### src/rtl/tlb_pkg.sv
// Shared constants and FSM encoding for the TLB replacement controller.
package tlb_pkg;

    localparam int unsigned TLB_ENTRY_NUM = 4;
    localparam int unsigned TLB_CNT_W     = 12;

    typedef enum logic [1:0] {
        IDLE = 2'd0,
        SEL  = 2'd1,
        OUT  = 2'd2
    } fsm_state_t;

endpackage

### src/rtl/tlb_victim_cmp.sv
// Two-way replacement compare: invalid beats valid, non-global beats global,
// lower count wins, and a count tie goes to the b (higher-index) input.
module tlb_victim_cmp
    import tlb_pkg::*;
#(
    parameter int unsigned CNT_W = TLB_CNT_W
) (
    input  logic             a_valid,
    input  logic             a_g,
    input  logic [CNT_W-1:0] a_cnt,
    input  logic             b_valid,
    input  logic             b_g,
    input  logic [CNT_W-1:0] b_cnt,
    output logic             pick_b
);

    always_comb begin
        pick_b = 1'b0;
        if (a_valid != b_valid) begin
            pick_b = !b_valid;
        end else if (!a_valid) begin
            // Both empty: fill the lower index first.
            pick_b = 1'b0;
        end else if (a_g != b_g) begin
            pick_b = !b_g;
        end else begin
            pick_b = (b_cnt <= a_cnt);
        end
    end

endmodule

### src/rtl/tlb_replace_ctrl.sv
// Access-count based victim selection for a 4-entry TLB.
// Optional count aging is enabled by defining TLB_ACC_AGING_EN.
module tlb_replace_ctrl
    import tlb_pkg::*;
#(
    parameter int unsigned ENTRY_NUM  = TLB_ENTRY_NUM,
    parameter int unsigned CNT_W      = TLB_CNT_W,
    parameter int unsigned AGE_PERIOD = 1024
) (
    input  logic                 clk,
    input  logic                 rst,
    input  logic                 hit_valid,
    input  logic [1:0]           hit_id,
    input  logic                 refill_req,
    input  logic                 refill_done,
    input  logic                 refill_G,
    input  logic                 flush_all,
    input  logic                 flush_nonglobal,
    output logic [ENTRY_NUM-1:0] entry_valid,
    output logic                 victim_valid,
    output logic [1:0]           victim_id,
    output logic                 busy
);

    fsm_state_t           state;
    logic [ENTRY_NUM-1:0] g_bit;
    logic [CNT_W-1:0]     cnt     [ENTRY_NUM];
    logic [CNT_W-1:0]     cnt_nxt [ENTRY_NUM];

    logic             pick01, pick23, pick_fin;
    logic             w0_valid, w0_g, w1_valid, w1_g;
    logic [CNT_W-1:0] w0_cnt, w1_cnt;
    logic             p0_lo, p0_valid, p0_g;
    logic             p1_lo, p1_valid, p1_g;
    logic [CNT_W-1:0] p0_cnt, p1_cnt;
    logic [1:0]       fin_id;
    logic             flush_any, refill_fire;

    assign flush_any   = flush_all | flush_nonglobal;
    assign refill_fire = (state == OUT) && refill_done && !flush_any;

`ifdef TLB_ACC_AGING_EN
    localparam int unsigned AGE_W = (AGE_PERIOD > 1) ? $clog2(AGE_PERIOD) : 1;
    logic [AGE_W-1:0] age_cnt;
    logic             age_tick;

    assign age_tick = (age_cnt == AGE_W'(AGE_PERIOD - 1));

    always_ff @(posedge clk) begin
        if (rst || age_tick) begin
            age_cnt <= '0;
        end else begin
            age_cnt <= age_cnt + AGE_W'(1);
        end
    end
`else
    if (AGE_PERIOD == 0) begin : g_age_period_unused
    end
`endif

    // Aging shift first, then a hit adds one on top of the shifted value.
    always_comb begin
        for (int unsigned i = 0; i < ENTRY_NUM; i++) begin
            cnt_nxt[i] = cnt[i];
`ifdef TLB_ACC_AGING_EN
            if (age_tick) cnt_nxt[i] = cnt[i] >> 1;
`endif
            if (hit_valid && hit_id == 2'(i) && entry_valid[i] && cnt_nxt[i] != '1)
                cnt_nxt[i] = cnt_nxt[i] + CNT_W'(1);
        end
    end

    always_ff @(posedge clk) begin
        if (rst) begin
            entry_valid <= '0;
            g_bit       <= '0;
            for (int unsigned i = 0; i < ENTRY_NUM; i++) cnt[i] <= '0;
        end else begin
            for (int unsigned i = 0; i < ENTRY_NUM; i++) begin
                if (flush_all || (flush_nonglobal && !g_bit[i])) begin
                    entry_valid[i] <= 1'b0;
                    cnt[i]         <= '0;
                end else if (refill_fire && victim_id == 2'(i)) begin
                    entry_valid[i] <= 1'b1;
                    g_bit[i]       <= refill_G;
                    cnt[i]         <= CNT_W'(1);
                end else begin
                    cnt[i] <= cnt_nxt[i];
                end
            end
        end
    end

    tlb_victim_cmp #(.CNT_W(CNT_W)) u_cmp01 (
        .a_valid(entry_valid[0]), .a_g(g_bit[0]), .a_cnt(cnt[0]),
        .b_valid(entry_valid[1]), .b_g(g_bit[1]), .b_cnt(cnt[1]),
        .pick_b (pick01)
    );

    tlb_victim_cmp #(.CNT_W(CNT_W)) u_cmp23 (
        .a_valid(entry_valid[2]), .a_g(g_bit[2]), .a_cnt(cnt[2]),
        .b_valid(entry_valid[3]), .b_g(g_bit[3]), .b_cnt(cnt[3]),
        .pick_b (pick23)
    );

    always_comb begin
        w0_valid = pick01 ? entry_valid[1] : entry_valid[0];
        w0_g     = pick01 ? g_bit[1]       : g_bit[0];
        w0_cnt   = pick01 ? cnt[1]         : cnt[0];
        w1_valid = pick23 ? entry_valid[3] : entry_valid[2];
        w1_g     = pick23 ? g_bit[3]       : g_bit[2];
        w1_cnt   = pick23 ? cnt[3]         : cnt[2];
    end

    // Final stage compares the snapshots taken on entry to SEL, not live counts.
    tlb_victim_cmp #(.CNT_W(CNT_W)) u_cmp_fin (
        .a_valid(p0_valid), .a_g(p0_g), .a_cnt(p0_cnt),
        .b_valid(p1_valid), .b_g(p1_g), .b_cnt(p1_cnt),
        .pick_b (pick_fin)
    );

    assign fin_id = pick_fin ? {1'b1, p1_lo} : {1'b0, p0_lo};

    always_ff @(posedge clk) begin
        if (rst) begin
            state        <= IDLE;
            victim_valid <= 1'b0;
            victim_id    <= '0;
            busy         <= 1'b0;
            p0_lo        <= 1'b0;
            p0_valid     <= 1'b0;
            p0_g         <= 1'b0;
            p0_cnt       <= '0;
            p1_lo        <= 1'b0;
            p1_valid     <= 1'b0;
            p1_g         <= 1'b0;
            p1_cnt       <= '0;
        end else if (flush_any) begin
            state        <= IDLE;
            victim_valid <= 1'b0;
            busy         <= 1'b0;
        end else begin
            case (state)
                IDLE: begin
                    if (refill_req) begin
                        state    <= SEL;
                        busy     <= 1'b1;
                        p0_lo    <= pick01;
                        p0_valid <= w0_valid;
                        p0_g     <= w0_g;
                        p0_cnt   <= w0_cnt;
                        p1_lo    <= pick23;
                        p1_valid <= w1_valid;
                        p1_g     <= w1_g;
                        p1_cnt   <= w1_cnt;
                    end
                end
                SEL: begin
                    state        <= OUT;
                    victim_valid <= 1'b1;
                    victim_id    <= fin_id;
                end
                OUT: begin
                    if (refill_done || !refill_req) begin
                        state        <= IDLE;
                        victim_valid <= 1'b0;
                        busy         <= 1'b0;
                    end
                end
                default: begin
                    state        <= IDLE;
                    victim_valid <= 1'b0;
                    busy         <= 1'b0;
                end
            endcase
        end
    end

endmodule

### config.mk
export PLATFORM = sky130hd
export DESIGN_NAME = tlb_replace_ctrl
export DESIGN_NICKNAME = d
export VERILOG_FILES = /design/src/rtl/tlb_pkg.sv /design/src/rtl/tlb_victim_cmp.sv /design/src/rtl/tlb_replace_ctrl.sv
export SDC_FILE = /design/constraint.sdc
export NUM_CORES = 1
export LEC_CHECK = 0
export CORE_MARGIN = 1
export CORE_UTILIZATION = 35
export CTS_CLUSTER_SIZE = 28
export DETAILED_ROUTE_END_ITERATION = 10
export PLACE_DENSITY = 0.56
export SLEW_MARGIN = 20
export SYNTH_ARGS = -nofsm -noshare
export SYNTH_HDL_FRONTEND = slang
export SYNTH_SLANG_ARGS = --single-unit
### constraint.sdc
create_clock -name clk -period 2.8 [get_ports clk]
set_input_delay 0.42 -clock clk [delete_from_list [all_inputs] [get_ports clk]]
set_output_delay 0.42 -clock clk [all_outputs]
set_load 0.1 [all_outputs]
==> results of run 1 <==
-- cells in the final DEF, fill, tap and decap left out, drive strengths merged, types with 2 or more instances in the layout --
master,Yosys,final
a211oi,2,2
a21boi,3,3
a21o,3,3
a21oi,41,41
a221oi,2,2
a41o,3,3
and3,12,12
buf,13,31
clkbuf,8,10
clkdlybuf4s50,0,9
clkinv,0,2
clkinvlp,0,3
dfxtp,44,44
edfxtp,48,48
ha,42,42
inv,53,53
mux2i,6,6
nand2,23,23
nand2b,7,7
nand3,28,28
nand4,8,8
nor2,88,88
nor2b,8,8
nor3,11,11
nor3b,2,2
o211ai,3,3
o21a,2,2
o21ai,9,9
o221a,26,26
o221ai,2,2
or2,3,3
xnor2,29,29
xor2,11,11
-- path summary, 6_finish.rpt --
| kind | end |
|---|---|
| worst max-delay path | p1_cnt[9] |
| worst min-delay path | p1_lo |
| worst max register to register | p1_cnt[9] |
| worst min register to register | p1_lo |
-- final cells by class --
type,instances,share of cell area [%]
Sequential cell,92,38.6
Multi-Input combinational cell,385,44.0
Timing Repair Buffer,40,5.37
Clock inverter,6,1.08
Clock buffer,10,3.81
Inverter,53,3.31
Tap cell,184,3.83
-- Yosys cell counts (8+ instances only) --
master / number / area, µm²
clkbuf_1: 8 / 30.0
nand2_1: 23 / 86.3
edfxtp_1: 48 / 1440
ha_1: 42 / 526
nor2_1: 88 / 330
nor3_1: 9 / 45.0
nor2b_1: 8 / 50.1
a21oi_1: 41 / 205
inv_1: 53 / 199
xor2_1: 11 / 96.3
and3_1: 12 / 75.1
nand4_1: 8 / 50.1
dfxtp_1: 44 / 881
o221a_1: 20 / 225
nand3_1: 28 / 140
xnor2_1: 29 / 254
-- stage by stage --
step / setup slack [ns] / hold slack [ns] / util, % / area (µm²)
floorplan: 0.650 / 0.433 / - / 5280
global placement: 0.309 / 0.446 / 39.1 / 5720
detailed placement: 0.270 / 0.451 / 39.1 / 5720
CTS: 0.418 / 0.460 / 41.1 / 6010
global route: 0.298 / 0.477 / 41.1 / 6010
finish: 0.410 / 0.458 / 41.1 / 6010
-- state kept, by name, summed over array words and instances, names as in the netlist, 2 cells and up --
signal	flops
p0_cnt	12
entry_valid	4
cnt	48
state	2
p1_cnt	12
g_bit	4
victim_id	2
-- cell families after synthesis --
group | after synthesis
simple gates | 197
compound gates | 100
flops | 92
buf+inv | 74
fa+ha+maj | 42
xor+xnor | 40
mux | 6
-- metal layers --
metal / up-vias / global-route usage (%)
met1: 1936 / 24.8
met5: - / 0
li1: 2013 / -
met4: 0 / 5.88
met3: 16 / 3.18
met2: 91 / 25.6
-- power by group through the flow --
stage,registers [W],logic (W),clock network [W]
floorplan,0.00154,0.000222,0
global placement,0.00155,0.000322,0
detailed placement,0.00155,0.000329,0
CTS,0.00152,0.000331,0.00123
global route,0.00153,0.000372,0.00129
finish,0.00152,0.000331,0.00121
-- worst register-to-register path: cells and delay by family, from the launching register on --
family          cells  cell delay [ns]
simple gates        1             0.35
flops               1             0.44
compound gates      5             1.05
buf+inv             1             0.15
fa+ha+maj           1             0.27
==> run summary, run 1 <==
status -> finished, final reports clean
CP required -> 3.03 ns
1st-iter DRT viols -> 299
wire length on met2 -> 5620 µm
Buf/Inv on CP -> 1
total grt overflow -> 0
TritonRoute pass-1 iters -> 6
critical path's top delay family -> compound AO/OA/AOI/OAI gates
pwr dens -> 510 nW/µm²
Die Ht -> 125 µm
die area -> 15,600 µm²
post-synthesis adder-cell area fraction -> 9.95%
Crit Path Max Fanout -> 14
buffers added on ports -> 17
crit-path cells -> inv_1 -> ha_1 -> a21o_1 -> a21oi_1 -> o221ai_1 -> o21ai_1 -> nand2_1 -> o221a_2
Sequential Power Share -> 49.7%
Power Internal -> 0.00230 W
Leakage -> 2.27 nW
layout cells sized above 1 -> 10.2%
endpoints failing setup -> 0
arrival time worst endpoint -> 2.62 ns
largest net degree at the start of global routing -> 39
clock tree buffer depth -> 2
H-tree depth -> 3
Synth Area in Compound Gates -> 14.4%
Hold Crit Start -> p1_lo
max_slew headroom -> 58.6%
Post-CTS Hold Buffers -> 0
Yosys reg bits -> 92
Post-DP HPWL -> 9850 µm
FMAX -> 0.418 GHz
synthesis-to-finish area growth -> 13.8%
syn avg cell area -> 9.59 µm²
die width -> 125 µm
Max Cap Violations -> 0
metal3 WL -> 658 µm
Max VDD drop -> 0.286 mV
antenna cells -> 0
reg2reg start -> cnt[2][9]
Post-synth EDFFs -> 48
vias per inst -> 5.27
Slowest-stage cell, CP -> edfxtp_1
first-pass GRT wire length -> 20,800 µm
slew at the pin with the worst max-slew slack -> 0.612 ns
setup_tns -> 0 ns
area occupied by multi-input gates -> 2650 µm²
GRT Overall Usage -> 17.2%
Seq/Total Area, Yosys -> 44.0%
drt drc -> 0
Routed Antenna Nets -> 0
switching share of total power -> 24.9%
total wire length -> 12,800 µm
Synth cell types -> 49
area of the core -> 14,600 µm²
Placed Cells -> 754
kind of critical path -> flip-flop to flip-flop
IO Pins -> 18
Finished Layout Cells -> 770
Hold Violations, Final -> 0
Cells after Synth -> 551
Power Total -> 0.00307 W
Fillers -> 1,483
register area -> 2320 µm²
CTS Buf Count -> 9
Nets -> 633
RSZ-0062 raised after global routing -> false
Period Utilization, post-route -> 85.4%
clock latency on the worst-skew pair -> 0.34 ns
Worst setup EP type -> flip-flop
met1 wire length -> 6310 µm
syn_nets -> 603
Routability Congestion -> 0.816
mux contribution to synthesized area -> 1.14%
Sw Pwr -> 0.000763 W
prevailing post-synth register cell -> edfxtp_1
total vias in the final route -> 4,056
ys async rst share -> 0%
CP Launch Type -> flip-flop
Starting Density -> 36.1%
clock skew -> 0.00970 ns
initial antenna violation count -> 0
fin. max-slew vios -> 0
post-CTS setup buffers -> 0
CTS Root Cell -> clkbuf_16
Critical Path Start -> cnt[2][9]
XOR/XNOR Fraction of Synth Area -> 6.63%
largest family of logic cells by synthesized area -> simple AND/OR/NAND/NOR gates
WL per Instance -> 16.6 µm
clock network fraction of design power -> 39.5%
area share of and/or/nand/nor cells after synthesis -> 18.0%
Yosys warnings -> 0
Tmin final -> 2.39 ns
vias in the first global route -> 3,892
WP depth -> 8
Hold Crit Depth -> 2
worst hold path type -> flip-flop to flip-flop
Comb pwr share -> 10.8%
Synth Cell Area -> 5280 µm²
FF-to-FF setup slack -> 0.41 ns
# clock sinks -> 92
Crit path largest cell delay -> 0.44 ns
TritonCTS clock tree -> built
top layer in use -> met4
num rows -> 44
clock-pin slew on the worst setup and hold paths -> 0.07 ns
FF-to-FF path depth -> 8
CTS resizes -> 0
Note: power is estimated with default switching activity, not from simulation.
==> run 2: changes to the inputs <==
- ABC_AREA: not set -> 1
==> run 2 against run 1 <==
First-iteration DRC count is 13% lower. Fmax increased by 5.9%. Register-to-register slack improved by 0.13 ns. Area after synthesis is 11% higher. Critical path type unchanged.
==> run summary, run 2 <==
Seq/Total Area, Yosys -> 39.7% (was 44.0%)
TritonCTS clock tree -> built (unchanged)
CP most frequent cell -> nand2_1
FMAX -> 0.443 GHz (was 0.418 GHz)
Yosys warnings -> 0 (unchanged)
reg2reg start -> cnt[0][0] (was cnt[2][9])
Slowest-stage cell, CP -> edfxtp_1 (unchanged)
Hold Violations, Final -> 0 (unchanged)
Synth area leaders -> edfxtp_1 (25%), dfxtp_1 (15%), ha_1 (9.0%), nand2_1 (8.5%), inv_1 (8.0%) (was edfxtp_1 (27%), dfxtp_1 (17%), ha_1 (9.9%), nor2_1 (6.3%), xnor2_1 (4.8%))
Tmin final -> 2.26 ns (was 2.39 ns)
Routed Antenna Nets -> 0 (unchanged)
clock-pin slew on the worst setup and hold paths -> 0.06 ns (was 0.07 ns)
largest register by flop count -> cnt (unchanged)
Synth Cell Area -> 5840 µm² (was 5280 µm²)
Post-synth EDFFs -> 48 (unchanged)
area of the core -> 16,100 µm² (was 14,600 µm²)
CP required -> 2.78 ns (was 3.03 ns)
H-tree depth -> 3 (unchanged)
clock skew -> 0.00727 ns (was 0.00970 ns)
Synth cell types -> 33 (was 49)
most common cell after layout, fill and taps aside -> nand2_1 (was nor2_1)
kind of critical path -> flip-flop to flip-flop (unchanged)
Comb pwr share -> 10.4% (was 10.8%)
syn avg cell area -> 7.93 µm² (was 9.59 µm²)
initial antenna violation count -> 0 (unchanged)
Buf/Inv on CP -> 1 (unchanged)
Period Utilization, post-route -> 80.6% (was 85.4%)
1st-iter DRT viols -> 259 (was 299)
RSZ-0062 raised after global routing -> false (unchanged)
Starting Density -> 36.3% (was 36.1%)
clock network fraction of design power -> 41.6% (was 39.5%)
WP depth -> 10 (was 8)
area share of the largest cell type after synthesis -> 24.7% (was 27.3%)
vias per inst -> 4.66 (was 5.27)
endpoints failing setup -> 0 (unchanged)
largest registers -> cnt x48, p0_cnt x12, p1_cnt x12 (unchanged)
critical path's top delay family -> simple AND/OR/NAND/NOR gates (was compound AO/OA/AOI/OAI gates)
Max VDD drop -> 0.314 mV (was 0.286 mV)
total vias in the final route -> 4,536 (was 4,056)
Power Internal -> 0.00235 W (was 0.00230 W)
clock latency on the worst-skew pair -> 0.34 ns (about the same)
status -> finished, final reports clean (unchanged)
max_slew headroom -> 38.1% (was 58.6%)
Crit Path Max Fanout -> 12 (was 14)
post-CTS setup buffers -> 0 (unchanged)
CTS Buf Count -> 9 (unchanged)
Synth area leader -> edfxtp_1 (unchanged)
clock tree buffer depth -> 2 (unchanged)
prevailing post-synth register cell -> edfxtp_1 (unchanged)
worst hold path type -> flip-flop to flip-flop (unchanged)
drt drc -> 0 (unchanged)
FF-to-FF path depth -> 10 (was 8)
Routability Congestion -> 0.833 (was 0.816)
arrival time worst endpoint -> 2.24 ns (was 2.62 ns)
most frequent cells in the layout -> nand2_1 (133), inv_1 (124), nor2_1 (66) (was nor2_1 (88), inv_1 (53), edfxtp_1 (48))
slew at the pin with the worst max-slew slack -> 0.927 ns (was 0.612 ns)
CTS Root Cell -> clkbuf_16 (unchanged)
Worst setup endpoint -> cnt[0][2] (was p1_cnt[9])
syn_nets -> 789 (was 603)
mux contribution to synthesized area -> 0% (was 1.14%)
total grt overflow -> 0 (unchanged)
switching share of total power -> 24.7% (was 24.9%)
die width -> 131 µm (was 125 µm)
GRT Overall Usage -> 15.5% (was 17.2%)
WL per Instance -> 13.1 µm (was 16.6 µm)
Worst setup EP type -> flip-flop (unchanged)
Post-DP HPWL -> 9960 µm (was 9850 µm)
Max Cap Violations -> 0 (unchanged)
num rows -> 46 (was 44)
Sw Pwr -> 0.000772 W (was 0.000763 W)
Nets -> 805 (was 633)
Yosys reg bits -> 92 (unchanged)
CP Launch Type -> flip-flop (unchanged)
crit-path cells -> ha_1 -> nand2_1 -> inv_1 -> nand2_1 -> nor2_1 -> nand4_1 -> nor2_1 -> nand3_1 -> o21ai_0 -> nand2_1 (was inv_1 -> ha_1 -> a21o_1 -> a21oi_1 -> o221ai_1 -> o21ai_1 -> nand2_1 -> o221a_2)
max reg flops -> 48 (unchanged)
IO Pins -> 18 (unchanged)
fin. max-slew vios -> 0 (unchanged)
post-synthesis adder-cell area fraction -> 8.99% (was 9.95%)
buffers added on ports -> 17 (unchanged)
Sequential Power Share -> 47.9% (was 49.7%)
# clock sinks -> 92 (unchanged)
first-pass GRT wire length -> 21,400 µm (was 20,800 µm)
final hold slack -> 0.468 ns (was 0.458 ns)
FF-to-FF setup slack -> 0.54 ns (was 0.41 ns)
total wire length -> 12,700 µm (was 12,800 µm)
Critical Path Start -> cnt[0][0] (was cnt[2][9])
CTS resizes -> 0 (unchanged)
pwr dens -> 480 nW/µm² (was 510 nW/µm²)
Leakage -> 2.58 nW (was 2.27 nW)
commonest cells in the netlist -> nand2_1 (133), inv_1 (124), nor2_1 (67) (was nor2_1 (88), inv_1 (53), edfxtp_1 (48))
Post-CTS Hold Buffers -> 0 (unchanged)
largest family of logic cells by synthesized area -> simple AND/OR/NAND/NOR gates (unchanged)
vias in the first global route -> 4,233 (was 3,892)
TritonRoute pass-1 iters -> 4 (was 6)
Reg2Reg Capture Point -> cnt[0][2] (was p1_cnt[9])
antenna cells -> 0 (unchanged)
Synth Area in Compound Gates -> 11.2% (was 14.4%)
synthesis-to-finish area growth -> 11.6% (was 13.8%)
Cells after Synth -> 737 (was 551)
largest net degree at the start of global routing -> 32 (was 39)
layout cells sized above 1 -> 14.2% (was 10.2%)
area share of and/or/nand/nor cells after synthesis -> 28.0% (was 18.0%)
most numerous cell in the Yosys netlist -> nand2_1 (was nor2_1)
setup_tns -> 0 ns (unchanged)
XOR/XNOR Fraction of Synth Area -> 1.80% (was 6.63%)
Crit path largest cell delay -> 0.44 ns (about the same)
die area -> 17,200 µm² (was 15,600 µm²)
ys async rst share -> 0% (unchanged)
Die Ht -> 131 µm (was 125 µm)
==> run 2: cell types whose count changed in the layout (fill, tap and decap cells not counted), moves of 8 or more <==
cell,delta
a21oi_1,+9
a21oi_2,+18
and3_1,-12
buf_4,-16
inv_1,+71
nand2_1,+110
nand2_2,+20
nand3_1,+20
nand3_2,+20
nor2_1,-22
nor2b_1,-8
o21ai_0,+16
o221a_1,-20
xnor2_1,-29
==> run 2: worst reg2reg max path, cell delays in order, from the launching register on <==
cell      delay [ns]
edfxtp_1        0.44
ha_1            0.20
nand2_1         0.05
inv_1           0.07
nand2_1         0.06
nor2_1          0.18
nand4_1         0.18
nor2_1          0.15
nand3_1         0.10
o21ai_0         0.15
nand2_1         0.32
==> run 2: layout make-up <==
cell class	count	area, µm²
Clock inverter	6	88.8
Timing Repair Buffer	24	203
Clock buffer	10	229
Sequential cell	92	2320
Inverter	128	480
Fill cell	1712	9600
Multi-Input combinational cell	498	2930
Tap cell	216	270
==> run 2: power groups by stage <==
stage	combinational, W	sequential, W	clock (W)
floorplan	0.000235	0.00152	0
global placement	0.000324	0.00153	0
detailed placement	0.000327	0.00153	0
CTS	0.000328	0.00150	0.00134
global route	0.000378	0.00151	0.00138
finish	0.000325	0.00150	0.00130
==> run 2: kinds of logic (layout without fill, tap and decap cells) <==
group,Yosys count,in the layout
and+or+nand+nor,333,333
AOI/OAI and AO/OA,111,111
DFF,92,92
xor gates and xnor gates,12,12
adders and majority gates,42,42
buffers and inverters,147,168
==> run 2: how the worst min path moves through the flow <==
stage	from	end	slack, ns	cells past startpoint
floorplan	p0_cnt[11]	p0_cnt[11]	0.45	2
global placement	p0_cnt[11]	p0_cnt[11]	0.46	2
detailed placement	p0_cnt[11]	p0_cnt[11]	0.46	2
CTS	p0_cnt[1]	p0_cnt[1]	0.47	2
global route	p0_cnt[11]	p0_cnt[11]	0.49	2
finish	p1_g	p1_g	0.47	2
==> run 2: layer usage <==
layer  GRT usage, %  up-vias  routed length, µm
li1               -     2432                  -
met1           22.7     2026               6730
met2           23.4       70               5490
met3           1.93        8                374
met4           4.58        0                117
met5              0        -                  0
==> run 2: through the flow <==
step	std cells	total power, W	area [µm²]	util (%)	setup WS (ns)
floorplan	737	0.00176	5840	-	0.390
detailed placement	958	0.00185	6200	38.5	0.307
CTS	974	0.00317	6520	40.5	0.553
global placement	958	0.00185	6200	38.5	0.334
finish	974	0.00313	6520	40.5	0.543
global route	974	0.00327	6520	40.5	0.351
==> run 3: changes to the inputs <==
- PLACE_DENSITY: 0.56 -> 0.58
- clock period: 2.8 -> 2 ns (I/O delays scaled with it)
==> run 3 against run 2 <==
Critical path depth is 2 higher. Die area stayed put. Clock power is 45% higher. Sequential share of layout area is 4.3 points lower. Register-to-register slack worse by 0.47 ns. Non-clock buffer count is 78 higher. Routed wire length is 7.6% higher. Core utilization is 5.6 points higher. Critical endpoint is now p1_cnt[11].
==> run summary, run 3 (synthesis results as in run 2) <==
Post-DP HPWL -> 10,600 µm (was 9960 µm)
Hold Crit Start -> p0_cnt[1] (was p1_g)
RSZ-0062 raised after global routing -> true (was false)
TritonRoute pass-1 iters -> 6 (was 4)
vias in the first global route -> 4,622 (was 4,233)
Period Utilization, post-route -> 96.5% (was 80.6%)
largest registers -> cnt x48, p0_cnt x12, p1_cnt x12 (unchanged)
endpoints failing setup -> 0 (unchanged)
worst hold path type -> flip-flop to flip-flop (unchanged)
synthesis-to-finish area growth -> 27.0% (was 11.6%)
arrival time worst endpoint -> 2.20 ns (was 2.24 ns)
area of the core -> 16,100 µm² (unchanged)
clock skew -> 0.00617 ns (was 0.00727 ns)
Max Cap Violations -> 0 (unchanged)
Tmin final -> 1.93 ns (was 2.26 ns)
clock tree buffer depth -> 2 (unchanged)
Slowest-stage cell, CP -> edfxtp_1 (unchanged)
antenna cells -> 0 (unchanged)
GRT Overall Usage -> 16.4% (was 15.5%)
total grt overflow -> 0 (unchanged)
max_slew headroom -> 59.1% (was 38.1%)
Critical Path Start -> cnt[3][11] (was cnt[0][0])
fin. max-slew vios -> 0 (unchanged)
# clock sinks -> 92 (unchanged)
Crit path largest cell delay -> 0.43 ns (was 0.44 ns)
reg2reg start -> cnt[3][11] (was cnt[0][0])
kind of critical path -> flip-flop to flip-flop (unchanged)
FMAX -> 0.518 GHz (was 0.443 GHz)
status -> finished, final reports clean (unchanged)
die area -> 17,200 µm² (unchanged)
Die Ht -> 131 µm (unchanged)
clock latency on the worst-skew pair -> 0.34 ns (about the same)
Util after Layout -> 46.1% (was 40.5%)
TritonCTS clock tree -> built (unchanged)
Fillers -> 1,665 (was 1,712)
layout cells sized above 1 -> 29.1% (was 14.2%)
Routed Antenna Nets -> 0 (unchanged)
Crit Path Max Fanout -> 12 (unchanged)
clock-pin slew on the worst setup and hold paths -> 0.07 ns (was 0.06 ns)
largest net degree at the start of global routing -> 29 (was 32)
Max VDD drop -> 0.438 mV (was 0.314 mV)
Leakage -> 3.05 nW (was 2.58 nW)
initial antenna violation count -> 0 (unchanged)
WL per Instance -> 13.0 µm (was 13.1 µm)
Starting Density -> 36.3% (unchanged)
Routability Congestion -> 0.820 (was 0.833)
H-tree depth -> 3 (unchanged)
drt drc -> 0 (unchanged)
num rows -> 46 (unchanged)
FF-to-FF setup slack -> 0.07 ns (was 0.54 ns)
total wire length -> 13,700 µm (was 12,700 µm)
Buf/Inv on CP -> 2 (was 1)
total vias in the final route -> 4,934 (was 4,536)
Worst setup EP type -> flip-flop (unchanged)
max reg flops -> 48 (unchanged)
buffers added on ports -> 17 (unchanged)
crit-path cells -> ha_1 -> nand2_1 -> nor2_2 -> nand2_1 -> o21ai_1 -> inv_1 -> nand2_2 -> nand2_4 -> buf_8 -> nand3_1 -> nand3_1 -> a21oi_2 (was ha_1 -> nand2_1 -> inv_1 -> nand2_1 -> nor2_1 -> nand4_1 -> nor2_1 -> nand3_1 -> o21ai_0 -> nand2_1)
setup_tns -> 0 ns (unchanged)
slew at the pin with the worst max-slew slack -> 0.611 ns (was 0.927 ns)
most common cell after layout, fill and taps aside -> nand2_1 (unchanged)
vias per inst -> 4.69 (was 4.66)
most frequent cells in the layout -> nand2_1 (127), inv_1 (112), buf_4 (85) (was nand2_1 (133), inv_1 (124), nor2_1 (66))
Hold Violations, Final -> 0 (unchanged)
pwr dens -> 615 nW/µm² (was 480 nW/µm²)
first-pass GRT wire length -> 22,800 µm (was 21,400 µm)
largest register by flop count -> cnt (unchanged)
CP Launch Type -> flip-flop (unchanged)
CP required -> 2.27 ns (was 2.78 ns)
CTS Buf Count -> 9 (unchanged)
final hold slack -> 0.468 ns (about the same)
die width -> 131 µm (unchanged)
Nets -> 883 (was 805)
critical path's top delay family -> simple AND/OR/NAND/NOR gates (unchanged)
IO Pins -> 18 (unchanged)
1st-iter DRT viols -> 289 (was 259)
CTS Root Cell -> clkbuf_16 (unchanged)
[run 3: routing by layer]
metal | track usage (%) | part of all wire (%) | vias to the layer above
li1 | - | - | 2591
met1 | 24.1 | 51 | 2236
met2 | 24.2 | 43 | 92
met3 | 2.43 | 4.0 | 15
met4 | 5.49 | 1.7 | 0
met5 | 0 | 0 | -
[run 3: area by class of cell]
cell class	instances	area (µm²)	area share, %
timing repair buffer	102	848	11.4
sequential	92	2320	31.3
clock buffer	11	275	3.71
inverter	128	483	6.51
multi-input combinational	498	3160	42.5
tap	216	270	3.64
clock inverter	5	63.8	0.860
[run 3: power breakdown]
group | switching (W) | internal, W | total, W
logic | 0.000349 | 0.000251 | 0.000599
registers | 0.0000464 | 0.00204 | 0.00209
clock network | 0.000751 | 0.00113 | 0.00188
[run 3: per-stage QoR]
step                      cells  power, W  worst slack, ns  cell area [µm²]
after detailed placement   1021   0.00267           -0.178             6720
after CTS                  1038   0.00455           0.0271             7070
after floorplan             737   0.00246            0.108             5850
final                      1052   0.00457           0.0708             7420
after global placement     1021   0.00267           -0.166             6720
after global routing       1052   0.00478          -0.0339             7420
[run 3: final timing paths]
check                to  cells after the start
min           p0_cnt[1]                      2
max          p1_cnt[11]                     12
max reg2reg  p1_cnt[11]                     12
min reg2reg   p0_cnt[1]                      2
[run 3: tightest hold or removal path: cells and delay by family, from the launching register on]
kind	cells	cell delay (ns)
flip-flops	1	0.31
AO/OA/AOI/OAI	1	0.05
AND/OR/NAND/NOR	1	0.06
[run 3: what timing repair did]
item | 4_1_cts | 5_1_grt
pin swaps | 0 | 12
cloned | 0 | 1
gates resized for setup | 0 | 65
setup buffers | 1 | 13
endpoints found under the setup margin | 7 | 77
hold buffers | 0 | 0
